File: src/rtl/commit_trace_buffer.sv
// Retire-trace capture: classifies each committed instruction, queues tagged records
// in a FIFO drained over valid/ready, and keeps cycle/instruction/drop counters.
module commit_trace_buffer #(
  parameter int XLEN    = 32,
  parameter int DEPTH   = 16,
  parameter int CNT_W   = 32,
  parameter int TIMEOUT = 100000
) (
  input  logic             clk,
  input  logic             rst,
  input  logic             commit_valid,
  input  logic [XLEN-1:0]  pc,
  input  logic [XLEN-1:0]  inst,
  input  logic             reg_we,
  input  logic [4:0]       wr_reg,
  input  logic [XLEN-1:0]  wr_data,
  input  logic             mem_rd,
  input  logic             mem_wr,
  input  logic [XLEN-1:0]  mem_addr,
  input  logic [XLEN-1:0]  mem_data,
  input  logic             halt,
  input  logic [1:0]       filter_mode,
  output logic             out_valid,
  input  logic             out_ready,
  output logic [2:0]       out_kind,
  output logic [CNT_W-1:0] out_inum,
  output logic [XLEN-1:0]  out_pc,
  output logic [XLEN-1:0]  out_inst,
  output logic [4:0]       out_reg,
  output logic [XLEN-1:0]  out_value,
  output logic [XLEN-1:0]  out_addr,
  output logic [CNT_W-1:0] cycle_count,
  output logic [CNT_W-1:0] inst_count,
  output logic [CNT_W-1:0] drop_count,
  output logic             overflow,
  output logic             halted,
  output logic             timeout
);
  localparam int AW = $clog2(DEPTH);

  typedef enum logic [2:0] {
    K_REG   = 3'd0,
    K_LOAD  = 3'd1,
    K_STORE = 3'd2,
    K_OTHER = 3'd3,
    K_HALT  = 3'd4
  } kind_e;

  typedef struct packed {
    kind_e            kind;
    logic [CNT_W-1:0] inum;
    logic [XLEN-1:0]  pc;
    logic [XLEN-1:0]  inst;
    logic [4:0]       rd;
    logic [XLEN-1:0]  value;
    logic [XLEN-1:0]  addr;
  } rec_t;

  rec_t             mem_q [DEPTH];
  logic [AW-1:0]    wr_ptr_q, wr_ptr_d, rd_ptr_q, rd_ptr_d;
  logic [AW:0]      occ_q, occ_d;
  logic [CNT_W-1:0] cycle_q, cycle_d, inst_q, inst_d, drop_q, drop_d;
  logic             overflow_q, overflow_d, halted_q, halted_d, timeout_q, timeout_d;

  kind_e kind;
  rec_t  new_rec, head;
  logic  active, selected, room, push, pop, drop, halt_now, cycle_run;

  always_comb begin
    kind = K_OTHER;
    if (reg_we && mem_rd)  kind = K_LOAD;
    else if (reg_we)       kind = K_REG;
    else if (halt)         kind = K_HALT;
    else if (mem_wr)       kind = K_STORE;

    selected = 1'b0;
    case (filter_mode)
      2'd0:    selected = 1'b1;
      2'd1:    selected = (kind == K_REG);
      2'd2:    selected = (kind == K_LOAD) || (kind == K_STORE);
      default: selected = 1'b0;
    endcase
    if (kind == K_HALT) selected = 1'b1;

    new_rec       = '0;
    new_rec.kind  = kind;
    new_rec.inum  = inst_q;
    new_rec.pc    = pc;
    new_rec.inst  = inst;
    if (kind == K_REG || kind == K_LOAD) begin
      new_rec.rd    = wr_reg;
      new_rec.value = wr_data;
    end
    if (kind == K_STORE) new_rec.value = mem_data;
    if (kind == K_LOAD || kind == K_STORE) new_rec.addr = mem_addr;
  end

  always_comb begin
    active = commit_valid && !halted_q && !timeout_q;
    // The last slot is reserved so a HALT record can always be queued.
    room   = (kind == K_HALT) ? (occ_q < (AW+1)'(DEPTH)) : (occ_q < (AW+1)'(DEPTH - 1));
    push   = active && selected && room;
    drop   = active && selected && !room;
    pop    = (occ_q != '0) && out_ready;

    wr_ptr_d = wr_ptr_q + AW'(push);
    rd_ptr_d = rd_ptr_q + AW'(pop);
    occ_d    = occ_q + (AW+1)'(push) - (AW+1)'(pop);

    inst_d     = (active && inst_q != '1) ? inst_q + 1'b1 : inst_q;
    drop_d     = (drop && drop_q != '1) ? drop_q + 1'b1 : drop_q;
    overflow_d = overflow_q || drop;

    halt_now  = active && (kind == K_HALT);
    halted_d  = halted_q || halt_now;
    cycle_run = !halted_q && !timeout_q;
    cycle_d   = (cycle_run && cycle_q != '1) ? cycle_q + 1'b1 : cycle_q;
    // Fires on the edge the count reaches TIMEOUT, so the count freezes there; halt wins a tie.
    timeout_d = timeout_q || (cycle_run && !halt_now && cycle_d == CNT_W'(TIMEOUT));
  end

  always_ff @(posedge clk) begin
    if (rst) begin
      wr_ptr_q   <= '0;
      rd_ptr_q   <= '0;
      occ_q      <= '0;
      cycle_q    <= '0;
      inst_q     <= '0;
      drop_q     <= '0;
      overflow_q <= 1'b0;
      halted_q   <= 1'b0;
      timeout_q  <= 1'b0;
    end else begin
      wr_ptr_q   <= wr_ptr_d;
      rd_ptr_q   <= rd_ptr_d;
      occ_q      <= occ_d;
      cycle_q    <= cycle_d;
      inst_q     <= inst_d;
      drop_q     <= drop_d;
      overflow_q <= overflow_d;
      halted_q   <= halted_d;
      timeout_q  <= timeout_d;
    end
  end

  always_ff @(posedge clk) begin
    if (push) mem_q[wr_ptr_q] <= new_rec;
  end

  // Fields are forced to zero while empty so stale entries never leak after reset.
  always_comb begin
    head      = mem_q[rd_ptr_q];
    out_valid = (occ_q != '0);
    out_kind  = out_valid ? head.kind  : 3'd0;
    out_inum  = out_valid ? head.inum  : '0;
    out_pc    = out_valid ? head.pc    : '0;
    out_inst  = out_valid ? head.inst  : '0;
    out_reg   = out_valid ? head.rd    : 5'd0;
    out_value = out_valid ? head.value : '0;
    out_addr  = out_valid ? head.addr  : '0;
  end

  assign cycle_count = cycle_q;
  assign inst_count  = inst_q;
  assign drop_count  = drop_q;
  assign overflow    = overflow_q;
  assign halted      = halted_q;
  assign timeout     = timeout_q;
endmodule

File: config.mk
export PLATFORM = sky130hd
export DESIGN_NAME = commit_trace_buffer
export DESIGN_NICKNAME = d
export VERILOG_FILES = /design/src/rtl/commit_trace_buffer.sv
export SDC_FILE = /design/constraint.sdc
export NUM_CORES = 2
export LEC_CHECK = 0
export CAP_MARGIN = 25
export CORE_MARGIN = 5
export CORE_UTILIZATION = 43
export CTS_BUF_LIST = sky130_fd_sc_hd__clkbuf_8
export DETAILED_ROUTE_END_ITERATION = 6
export PLACE_DENSITY = 0.7
export SETUP_SLACK_MARGIN = 0.1
export SLEW_MARGIN = 0
export SYNTH_ARGS = -nofsm -noshare
export SYNTH_HDL_FRONTEND = slang
export SYNTH_SLANG_ARGS = --single-unit
File: constraint.sdc
create_clock -name clk -period 14.3 [get_ports clk]
set_clock_uncertainty 0.2 [all_clocks]
set_input_delay 1.43 -clock clk [delete_from_list [all_inputs] [get_ports clk]]
set_output_delay 1.43 -clock clk [all_outputs]
set_load 0.01 [all_outputs]
==> results.yml <==
synth:
  synth_nets: 4900
  syn-mean-instance-area_um2: 22.9
  yosysMostFrequentCell: "edfxtp_1"
  synth-compound-area-share_pct: 0.565
  yosys.area_share.adder_pct: 0.192
  synthXorXnorAreaFrac_pct: 0.811
  synthesis.area_um2: 108000
  yosysTopAreaCellShare_pct: 74.7
  synth_edf_count: 2688
  yosysTopAreaCell: "edfxtp_1"
  seq_area_frac_synth_pct: 76.8
  synth_area_leaders: "edfxtp_1 (75%), mux4_2 (18%), dfxtp_1 (2.1%)"
  netlist_instances: 4709
  synth_top_family_by_area: "multiplexers"
  synth_seq_cells: 2800
  ys_warn_count: 0
  synth.distinct_cells: 63
  synthMuxAreaShare_pct: 17.6
  async_flop_share_pct: 0
  synth_common_cells: "edfxtp_1 (2688), mux4_2 (840), and2_1 (217)"
  synth_flop_cell: "edfxtp_1"
  synth-simple-area-share_pct: 2.93
cts:
  ctsResizeCount: 0
  cts_buffers: 450
  cts_max_level: 5
  postCtsSetupBuffers: 0
  cts_tree: "yes"
  cts_sinks: 2800
  cts_root_buf: "clkbuf_8"
  holdBufCountCts: 0
  clockBufferDepth: 4
  clkLatencyLatePin_ns: 1.14
  clk_pin_slew_worst_paths_ns: 0.06
critical_path:
  r2r-start: "halted$_SDFF_PP0_"
  start_kind: "flop"
  end_kind: "output port"
  crit_type: "flop to output port"
  cp_data_arrival_time_ns: 6.16
  worstPathMaxFanout: 91
  critPathRequiredTime_ns: 12.67
  cp-startpoint: "rd_ptr_q[0]$_SDFF_PP0_"
timing:
  tightestPinTransition_ns: 1.40
  period_share_pct: 54.5
  finalHoldViolations: 0
  slew_headroom_pct: 6.42
  fin_setup_tns_ns: 0
  rsz0062_at_grt: "no"
  max_freq_ghz: 0.128
  slew_viol_final: 0
  setup_viol_count_final: 0
  worst_slack_ns: 6.51
  period_minus_slack_ns: 7.79
worst_hold_path:
  min_path_type: "flop to flop"
  worstHoldStart: "overflow$_SDFF_PP0_"
pwr:
  ir_worst_vdd_v: 0.000118
  p_per_area_nw_per_um2: 155
  p_leak_nw: 38.7
  power_mw: 19.3
cells_and_area:
  nets: 5620
  syn2layout_area_growth_pct: 15.3
  drive_gt1_share_pct: 26.4
  final_core_util_pct: 49.7
placed_design:
  gp_congestion: 0.772
  io_buffers: 442
  dp_hpwl_mm: 131
  place_ws_ns: 7.35
route:
  avgViaCountPerCell: 5.65
  routedWlPerCell_um: 27.8
  routed_wl_mm: 254
  first_iter_violations: 5194
  num_vias: 51521
  drtPass1Iterations: 5
  drc: 0
  ant_nets: 0
die:
  start_util_pct: 43.1
  fp-row-count: 184
  die_w_um: 511
  design.die.area_um2: 261000
  fp.dieH_um: 511
  ioPinCount: 443
  core_area_um2: 251000
global_routing:
  overflow: 0
  antenna_found_initial: 29
  grt_pass1_wl_mm: 370
  grt.total_usage_pct: 19.2
  grt_pass1_vias: 53905
  grt_start_max_net_pins: 142
job:
  cap_viol_max_count: 0
run_status:
  status: "complete, no violations"
[state kept, by name (all words and copies together), names as in the netlist]
name	count
overflow	1
occ_q	5
rd_ptr_q	4
timeout	1
wr_ptr_q	4
mem_q	2688
halted	1
inst_count	32
cycle_count	32
drop_count	32
[per-stage QoR]
step                      area (um2)  hold WS (ns)  std cells
after floorplan               108000         0.305       4709
after global placement        116000         0.256       8316
after detailed placement      117000         0.271       8321
after CTS                     124000         0.295       9102
after global routing          124000         0.323       9112
final                         125000         0.283       9117
[worst max-delay path, cell delays in order, from the launching register on]
cell and delay [ns]:
dfxtp_4 0.95, buf_12 0.52, buf_4 0.71, buf_4 0.74, mux4_2 0.59, mux4_2 0.54
and2_1 0.19, clkdlybuf4s50_1 0.48
[placed cells by master, fill, tap and decap left out, types with 5 or more instances in the layout]
cell                n
edfxtp_1         2688
mux4_2            840
clkbuf_8          460
clkdlybuf4s50_1   440
and2_1            216
inv_1             146
nor2_1            130
clkinv_1          116
dfxtp_1           108
buf_4              78
xor2_1             59
nand2_1            56
clkinv_2           55
xnor2_1            41
nand3_1            38
a22o_1             32
nand4_1            22
nor3_1             16
a21oi_1            15
ha_1               15
buf_12             15
nor2_4             13
o21ai_0            12
and3_1             12
diode_2            11
or3_1              11
and4_1             10
nor2b_1             9
nor4_1              8
buf_16              6
bufinv_16           5
clkinvlp_4          5
[power breakdown]
group / total (mW) / internal [mW] / switching (mW)
Sequential: 9.18 / 9.10 / 0.0849
Combinational: 4.05 / 2.15 / 1.89
Clock: 6.06 / 3.05 / 3.01
[logic make-up (layout without fill, tap and decap cells)]
family / after synthesis / count (layout)
muxes: 845 / 845
and+or+nand+nor: 578 / 578
other: 0 / 11
buffers and inverters: 288 / 1337
AOI/OAI and AO/OA: 82 / 82
DFF: 2800 / 2800
xor gates and xnor gates: 100 / 100
adders and majority gates: 16 / 16
[metal layers]
| layer | track usage [%] | part of all wire (%) |
|---|---|---|
| met4 | 5.34 | 2.1 |
| met3 | 4.76 | 8.5 |
| met5 | 0 | 0.030 |
| met1 | 27.0 | 41 |
| met2 | 30.1 | 48 |
[cell type report]
class                      count  area [um2]
fill                       19684      126000
multi-input combinational   1621       24000
timing repair buffer         542        5470
sequential                  2800       83000
clock buffer                 460        6330
inverter                      14        52.6
antenna                       11        27.5
tap                         3348        4190
clock inverter               321        1480
[final timing paths]
path	endpoint	slack [ns]	cells past startpoint
max	out_pc[16]	6.51	7
min	overflow$_SDFF_PP0_	0.28	2
max reg2reg	mem_q[0][115]$_DFFE_PP_	9.26	8
min reg2reg	overflow$_SDFF_PP0_	0.28	2
Note: power is estimated with default switching activity, not from simulation.
==> RTL change: new RTL, config.mk and constraints unchanged <==
Put one more register stage on the output `cycle_count`, without a reset. The value now appears one clock later. The other outputs are not delayed to match.
--- a/src/rtl/commit_trace_buffer.sv
+++ b/src/rtl/commit_trace_buffer.sv
@@ -160,7 +160,9 @@
     out_addr  = out_valid ? head.addr  : '0;
   end
 
-  assign cycle_count = cycle_q;
+  always_ff @(posedge clk) begin
+    cycle_count <= cycle_q;
+  end
   assign inst_count  = inst_q;
   assign drop_count  = drop_q;
   assign overflow    = overflow_q;
Function: not settled (the Yosys comparison gave no result); the edit may change what the design does.
==> RTL change against the unedited design <==
The flow now finishes with violations (max-slew violations). Combinational power rose by 1%. Cell area rose by 0.56%. Sequential cell count rose by 32. Sequential share of layout area rose by 0.14 points. Area after synthesis rose by 0.47%. Worst setup slack improved by 0.55 ns. Power rose by 0.79%. Routed wire length fell by 0.73%. Via count fell by 0.43%. Global-route usage fell by 0.15 points.
==> RTL change: results (changes against the unedited design) <==
metric,value,unit,change
outcome,"complete, but fails checks",,
violations,max-slew violations,,
ys_types,58,,-7.9%
regMostFlops,mem_q,,
wl_met1,103,mm,-0.42%
ir_drop,0.000135,V,+14%
leakagePower,0.0389,µW,+0.57%
postCtsResizedCells,0,,unchanged
antenna_found_initial,26,,-10%
p_int,14400,µW,+0.77%
max_stage_delay,0.93,ns,-0.02 ns
cts.path.max_buffers,4,,unchanged
gp_congestion,0.804,,+4.2%
slew_violations,23,,+23
worstPathMaxFanout,35,,-62%
maxSlewHeadroom,-1.47,%,-7.9 points
track_usage,19.0,%,-0.15 points
dr_wl_met2,122,mm,-0.63%
wl_met3,20.6,mm,-5.2%
yosys-top-cells-count,"edfxtp_1, mux4_2, and2_1",,
wl,252,mm,-0.73%
grt_max_degree,145,,+2.1%
grt_pass1_wl,369,mm,-0.33%
synth-edff-count,2688,,unchanged
synth_ff_type,edfxtp_1,,
fillers,19700,,+0.13%
dr.first_iter.drc_count,5350,,+3.0%
ys_seq_area_share,77.0,%,+0.23 points
critPathArrivalTime,5.60,ns,-0.56 ns
syn-num-nets,4919,,+0.39%
clkLatencyLatePin,1.12,ns,-0.02 ns
largest_reg_flops,2688,,unchanged
grt_pass1_vias,53800,,-0.27%
via_count,51300,,-0.43%
nets,5630,,+0.18%
cts_made_buffers,448,,-0.44%
dp_hpwl,132,mm,+0.72%
synth-async-reset-ratio,0,%,unchanged
drive_gt1_share,26.0,%,-0.44 points
synthTopCellsByArea,"edfxtp_1, mux4_2, dfxtp_1, and2_1, clkbuf_1",,
-- RTL change: metrics by stage --
stage,instance area [µm²],util (%),std cells,worst slack (ns),hold WS [ns]
2_1_floorplan,109000,-,4728,3.53,0.126
3_3_place_gp,117000,46.5,8323,7.20,0.185
3_5_place_dp,117000,46.6,8327,7.25,0.179
4_1_cts,125000,49.7,9112,6.58,0.194
5_1_grt,125000,49.8,9133,6.62,0.212
6_report,125000,49.8,9140,7.07,0.197
-- RTL change: layout make-up --
class                   instances  area share [%]
flip-flops and latches       2832            66.8
multi-input cells            1608            19.1
clock buffers                 459            5.05
repair buffers                531            4.46
well taps                    3348            3.35
clock inverters               326            1.22
inverters                      18          0.0540
diodes                         18          0.0360
-- RTL change: cell families after synthesis --
| logic type | after synthesis | share of synthesized area, % |
|---|---|---|
| flops | 2832 | 77.0 |
| mux | 848 | 17.5 |
| simple gates | 576 | 2.86 |
| buf+inv | 288 | 1.13 |
| xor+xnor | 93 | 0.750 |
| compound gates | 75 | 0.533 |
| fa+ha+maj | 16 | 0.191 |
-- RTL change: power by group through the flow --
| stage | logic [µW] | clock network (µW) | registers [µW] |
|---|---|---|---|
| after global routing | 4400 | 6640 | 9260 |
| after floorplan | 2580 | 0 | 9400 |
| after global placement | 4120 | 0 | 9430 |
| final | 4100 | 6090 | 9250 |
| after CTS | 4160 | 6240 | 9270 |
| after detailed placement | 4140 | 0 | 9440 |
-- RTL change: worst paths after layout --
check / startpoint / to / slack (ns) / cells past startpoint
worst max-delay path: rd_ptr_q[2] / out_reg[3] / 7.07 / 6
worst min-delay path: cycle_q[9] / cycle_count[9] / 0.20 / 0
worst max register to register: timeout / mem_q[8][19] / 9.13 / 10
worst min register to register: cycle_q[9] / cycle_count[9] / 0.20 / 0
-- RTL change: per-layer routing --
metal,vias to the layer above,global-route usage (%)
li1,21400,-
met1,27400,26.5
met2,2115,30.2
met3,412,4.72
met4,14,5.25
met5,-,0
